### src/rtl/hash_feeder_pkg.sv
// rtl/hash_feeder_pkg.sv - shared types and constants for the hash message feeder
package hash_feeder_pkg;

  localparam int BYTE_W = 8;

  typedef enum logic [2:0] {
    ST_IDLE,
    ST_FILL,
    ST_DRAIN,
    ST_EOF,
    ST_WAIT_H
  } feeder_state_t;

  // Pointer width for a power-of-two FIFO; never narrower than one bit.
  function automatic int ptr_w(input int depth);
    return (depth > 1) ? $clog2(depth) : 1;
  endfunction

endpackage

### src/rtl/hash_byte_fifo.sv
// rtl/hash_byte_fifo.sv - synchronous byte FIFO with registered storage and no bypass
module hash_byte_fifo
  import hash_feeder_pkg::*;
#(
  parameter int DEPTH = 4
) (
  input  logic                clk,
  input  logic                rst,
  input  logic                clear,
  input  logic                push,
  input  logic                pop,
  input  logic [BYTE_W-1:0]   din,
  output logic [BYTE_W-1:0]   dout,
  output logic                full,
  output logic                empty,
  output logic [ptr_w(DEPTH):0] count
);

  localparam int PW = ptr_w(DEPTH);

  logic [BYTE_W-1:0] mem_q [DEPTH];
  logic [BYTE_W-1:0] mem_d [DEPTH];
  logic [PW-1:0]     wr_ptr_q, wr_ptr_d;
  logic [PW-1:0]     rd_ptr_q, rd_ptr_d;
  logic [PW:0]       count_q, count_d;
  logic              do_push, do_pop;

  assign full    = (count_q == (PW+1)'(DEPTH));
  assign empty   = (count_q == '0);
  assign count   = count_q;
  assign dout    = mem_q[rd_ptr_q];
  // A full FIFO refuses the push even when a pop frees a slot this cycle.
  assign do_push = push & ~full;
  assign do_pop  = pop & ~empty;

  always_comb begin
    mem_d    = mem_q;
    wr_ptr_d = wr_ptr_q;
    rd_ptr_d = rd_ptr_q;
    count_d  = count_q;
    if (clear) begin
      wr_ptr_d = '0;
      rd_ptr_d = '0;
      count_d  = '0;
    end else begin
      if (do_push) begin
        mem_d[wr_ptr_q] = din;
        wr_ptr_d        = wr_ptr_q + PW'(1);
      end
      if (do_pop) begin
        rd_ptr_d = rd_ptr_q + PW'(1);
      end
      case ({do_push, do_pop})
        2'b10:   count_d = count_q + (PW+1)'(1);
        2'b01:   count_d = count_q - (PW+1)'(1);
        default: count_d = count_q;
      endcase
    end
  end

  always_ff @(posedge clk) begin
    if (rst) begin
      wr_ptr_q <= '0;
      rd_ptr_q <= '0;
      count_q  <= '0;
    end else begin
      wr_ptr_q <= wr_ptr_d;
      rd_ptr_q <= rd_ptr_d;
      count_q  <= count_d;
    end
  end

  always_ff @(posedge clk) begin
    mem_q <= mem_d;
  end

endmodule

### src/rtl/hash_msg_feeder.sv
// rtl/hash_msg_feeder.sv - frames a host byte stream into F_dr/F_rtr transfers for the hash core
module hash_msg_feeder
  import hash_feeder_pkg::*;
#(
  parameter int DEPTH = 4,
  parameter int LEN_W = 32
) (
  input  logic              clk,
  input  logic              rst,
  input  logic              start,
  input  logic              msg_empty,
  input  logic              in_valid,
  input  logic [BYTE_W-1:0] in_data,
  input  logic              in_last,
  output logic              in_ready,
  output logic              core_start,
  output logic [BYTE_W-1:0] M,
  output logic              F_dr,
  input  logic              F_rtr,
  output logic              End_of_File,
  output logic              empty_msg_flag,
  input  logic              H_ready,
  output logic              busy,
  output logic [LEN_W-1:0]  byte_count
);

  localparam int CW = ptr_w(DEPTH) + 1;

  feeder_state_t     state_q, state_d;
  logic              core_start_q, core_start_d;
  logic              eof_q, eof_d;
  logic              empty_flag_q, empty_flag_d;
  logic [LEN_W-1:0]  byte_count_q, byte_count_d;

  logic              fifo_clear, fifo_push, fifo_pop;
  logic              fifo_full, fifo_empty;
  logic [CW-1:0]     fifo_count;
  logic [BYTE_W-1:0] fifo_dout;
  logic              core_side;

  hash_byte_fifo #(.DEPTH(DEPTH)) u_fifo (
    .clk   (clk),
    .rst   (rst),
    .clear (fifo_clear),
    .push  (fifo_push),
    .pop   (fifo_pop),
    .din   (in_data),
    .dout  (fifo_dout),
    .full  (fifo_full),
    .empty (fifo_empty),
    .count (fifo_count)
  );

  assign core_side      = (state_q == ST_FILL) || (state_q == ST_DRAIN);
  assign in_ready       = (state_q == ST_FILL) && !fifo_full;
  assign F_dr           = core_side && !fifo_empty;
  assign M              = F_dr ? fifo_dout : '0;
  assign fifo_push      = in_valid && in_ready;
  assign fifo_pop       = F_dr && F_rtr;
  assign busy           = (state_q != ST_IDLE);
  assign core_start     = core_start_q;
  assign End_of_File    = eof_q;
  assign empty_msg_flag = empty_flag_q;
  assign byte_count     = byte_count_q;

  always_comb begin
    state_d      = state_q;
    core_start_d = 1'b0;
    // End_of_File trails the EOF state by one cycle so it always follows core_start.
    eof_d        = (state_q == ST_EOF);
    empty_flag_d = empty_flag_q;
    byte_count_d = byte_count_q;
    fifo_clear   = 1'b0;

    if (fifo_pop && (byte_count_q != '1)) begin
      byte_count_d = byte_count_q + LEN_W'(1);
    end

    case (state_q)
      ST_IDLE: begin
        if (start) begin
          core_start_d = 1'b1;
          fifo_clear   = 1'b1;
          byte_count_d = '0;
          empty_flag_d = msg_empty;
          state_d      = msg_empty ? ST_EOF : ST_FILL;
        end
      end
      ST_FILL: begin
        if (fifo_push && in_last) begin
          state_d = ST_DRAIN;
        end
      end
      ST_DRAIN: begin
        if ((fifo_count == '0) || ((fifo_count == CW'(1)) && fifo_pop)) begin
          state_d = ST_EOF;
        end
      end
      ST_EOF: begin
        state_d = ST_WAIT_H;
      end
      ST_WAIT_H: begin
        if (H_ready) begin
          state_d = ST_IDLE;
        end
      end
      default: begin
        state_d = ST_IDLE;
      end
    endcase
  end

  always_ff @(posedge clk) begin
    if (rst) begin
      state_q      <= ST_IDLE;
      core_start_q <= 1'b0;
      eof_q        <= 1'b0;
      empty_flag_q <= 1'b0;
      byte_count_q <= '0;
    end else begin
      state_q      <= state_d;
      core_start_q <= core_start_d;
      eof_q        <= eof_d;
      empty_flag_q <= empty_flag_d;
      byte_count_q <= byte_count_d;
    end
  end

endmodule

### config.mk
export PLATFORM = sky130hd
export DESIGN_NAME = hash_msg_feeder
export DESIGN_NICKNAME = d
export VERILOG_FILES = /design/src/rtl/hash_feeder_pkg.sv /design/src/rtl/hash_byte_fifo.sv /design/src/rtl/hash_msg_feeder.sv
export SDC_FILE = /design/constraint.sdc
export NUM_CORES = 1
export LEC_CHECK = 0
export ABC_CLOCK_PERIOD_IN_PS = 2400
export BUFFER_PORTS_ARGS = -buffer_cell sky130_fd_sc_hd__buf_2
export CORE_UTILIZATION = 50
export CTS_BUF_LIST = sky130_fd_sc_hd__clkbuf_8
export CTS_CLUSTER_DIAMETER = 60
export DETAILED_ROUTE_END_ITERATION = 12
export GPL_TIMING_DRIVEN = 0
export PLACE_DENSITY = 0.75
export SYNTH_ARGS = -nofsm -noshare
export SYNTH_HDL_FRONTEND = slang
export SYNTH_HIERARCHICAL = 1
export SYNTH_SLANG_ARGS = --single-unit
export TNS_END_PERCENT = 10
### constraint.sdc
create_clock -name clk -period 2.4 [get_ports clk]
set_input_delay 0 -clock clk [delete_from_list [all_inputs] [get_ports clk]]
set_output_delay 0 -clock clk [all_outputs]
set_load 0.02 [all_outputs]
==> results.toml <==
[synthesis]
yosys.area.top_type_share_pct = 26.8
synth_commonest_cells = "dfxtp_1 (45), edfxtp_1 (32), a21oi_1 (27)"
synth_top_family_by_area = "simple AND/OR/NAND/NOR gates"
synth_xor_area_share_pct = 1.96
synth-edff-count = 32
synthMuxAreaShare_pct = 5.31
synthCells = 335
ys_seq_elements = 77
synthesis.nets = 358
synth_compound_gate_area_share_pct = 11.6
synth-simple-area-share_pct = 22.9
yosysSeqAreaShare_pct = 52.0
synth_ff_type = "dfxtp_1"
synth.most_common_cell = "dfxtp_1"
async_reset_ff_share_pct = 0
yosys-top-cells-area = "edfxtp_1 (27%), dfxtp_1 (25%), mux4_2 (5.0%), a21oi_1 (3.8%), or3_1 (3.3%)"
syn-mean-instance-area_um2 = 10.7
yosys_warnings = 6
synth-adder-area-share_pct = 2.66
synth_area_um2 = 3580
yosysUniqueCellTypes = 53
synth_area_leader_cell = "edfxtp_1"

[critical_path]
cp-end-kind = "flop"
worstSetupPathType = "reg -> reg"
crit_chain = "or3b_4 -> clkinv_4 -> nor3b_4 -> nand2_4 -> ha_4 -> inv_1 -> fa_1 -> xor2_1 -> or3_1 -> a21oi_2"
worstSetupStartpointType = "flop"
worstPathRequired_ps = 2670
crit_fanout = 6
rrSetupSlack_ps = 70
slowest_stage = "or3b_4"
slowest_delay_ps = 440
reg2reg_depth = 10
arrival_ps = 2600

[drt]
viasPerCell = 5.74
finalWirelength_um = 8060
route.vias.total = 2993
drtPass1Iterations = 4
drcViolationCount = 0
drt-initial-drc-count = 153
routedWlPerCell_um = 15.5
ant_nets = 0

[cts]
cts_tree = "built"
cts.sinks = 77
htreeDepth = 3
clockBufferDepth = 2
clkSlewWorstSetupHoldPaths_ps = 80
cts-root-buf = "clkbuf_8"
insertion_delay_ps = 340
cts_buffers = 9

[power_and_ir_drop]
power_mw = 2.74
peakVddDrop_v = 0.000437
power.density_nw_per_um2 = 607
leakagePower_nw = 1.68

[grt]
grt_start_max_net_pins = 20
overflow = 0
grt_usage_pct = 22.3
antenna_found_initial = 0
grt_pass1_vias = 2840
grt_pass1_wl_um = 13000

[sta]
clock-skew-final_ps = 5.10
finalSetupTns_ps = 0
rsz0062_at_grt = "yes"
slew_violations = 0
whs_ps = 12.2
min_period_over_period_pct = 97.2
min_period_ps = 2330
tightestPinTransition_ps = 749
hold_violations = 0
setup_ws_ps = 66.5
fmax_ghz = 0.429
setup_violations = 0
slew_headroom_pct = 49.9

[layout]
num-fill-cells = 554
area_delta_synth_final_pct = 25.9
finalCoreUtilization_pct = 65.6
antenna_cells = 0
fin_cells = 521
fin_area_um2 = 4510
final_nets = 443
final_layout_size_suffix_gt1_share_pct = 32.5
multiInputGateArea_um2 = 1710
regArea_um2 = 1880

[placement]
gp_congestion = 0.846
preCtsSetupSlack_ps = -620
dp_cells = 492
io_buffers = 61
placed_area_um2 = 4020
dp_hpwl_um = 5580

[run_status]
status = "finished clean"

[die]
core_area_um2 = 6870
fp.dieArea_um2 = 7500
ios = 62
die_y_um = 86.6
fp-row-count = 30
die_w_um = 86.6
initial_core_util_pct = 52.1

[min_path]
hold_depth = 4
hp-class = "in -> reg"

[run]
drv_cap = 0
## cells by family after synthesis
group,Yosys count
adder cells (fa/ha/maj),7
XOR/XNOR,8
flip-flops,77
AND/OR/NAND/NOR,137
multiplexers,9
buffers and inverters,28
AO/OA/AOI/OAI,69
## flip-flops by register name, summed over array words and instances, names as in the netlist
name and cells:
u_fifo/count 3, u_fifo/wr_ptr_q 2, core_start 1, u_fifo/rd_ptr_q 2
u_fifo/mem_q 32, state_q 3, empty_msg_flag 1, End_of_File 1
byte_count 32
## power breakdown
part / internal, mW / switching [mW] / leakage [nW]
logic: 0.145 / 0.204 / 0.918
registers: 1.39 / 0.0170 / 0.657
clock network: 0.486 / 0.500 / 0.105
total: 2.02 / 0.721 / 1.68
## final cells by class
cell class / count / share of cell area, %
clock inverters: 7 / 1.64
repair buffers: 76 / 10.1
inverters: 13 / 1.19
well taps: 96 / 2.66
plain buffers: 13 / 1.94
clock buffers: 9 / 2.75
flip-flops and latches: 77 / 41.8
multi-input cells: 230 / 38.0
## worst max-delay path: cells and delay by family, from the launching register on
kind	cells	cell delay [ps]
DFF	1	380
AOI/OAI and AO/OA	1	140
buffers and inverters	2	130
adders and majority gates	2	510
and+or+nand+nor	4	950
xor gates and xnor gates	1	160
## final timing paths
kind | start | to
worst max-delay path | u_fifo/count[1] | u_fifo/count[2]
worst min-delay path | in_last | state_q[0]
worst max register to register | u_fifo/count[1] | u_fifo/count[2]
worst min register to register | empty_msg_flag | empty_msg_flag
## per-layer routing
metal,wire [um],vias up,share of wire (%),track usage (%)
met2,4030,98,50,36.4
met5,0,-,0,0
met4,106,0,1.3,9.85
li1,-,1431,-,-
met1,3410,1451,42,28.9
met3,506,13,6.3,4.29
## placed cells by master, fill, tap and decap left out, types with 4 or more instances in the layout
cell           instances
o21ai_0               19
dlygate4sd3_1         10
buf_4                  7
mux4_2                 8
nand3_1               14
clkbuf_1               5
or3_1                 19
nor3_1                 4
or4_1                  8
nor2_1                20
edfxtp_1              32
dfxtp_2                5
ha_1                   5
buf_2                 62
dfxtp_1               36
nand2_1               20
o31ai_1                5
a21oi_1               26
xor2_1                 4
nand4_1               10
nor3b_2                5
inv_1                 12
clkbuf_8              10
o211ai_1               6
dfxtp_4                4
and2_1                 9
## timing repair
| item | CTS | global route |
|---|---|---|
| endpoints found under the setup margin | 63 | 51 |
| hold buffers | 10 | 0 |
| resized for setup | 22 | 17 |
| buffers inserted | 1 | 4 |
| endpoints found under the hold margin | 34 | 0 |
| pin swaps | 1 | 4 |
Power figures use the tool's default switching activity.
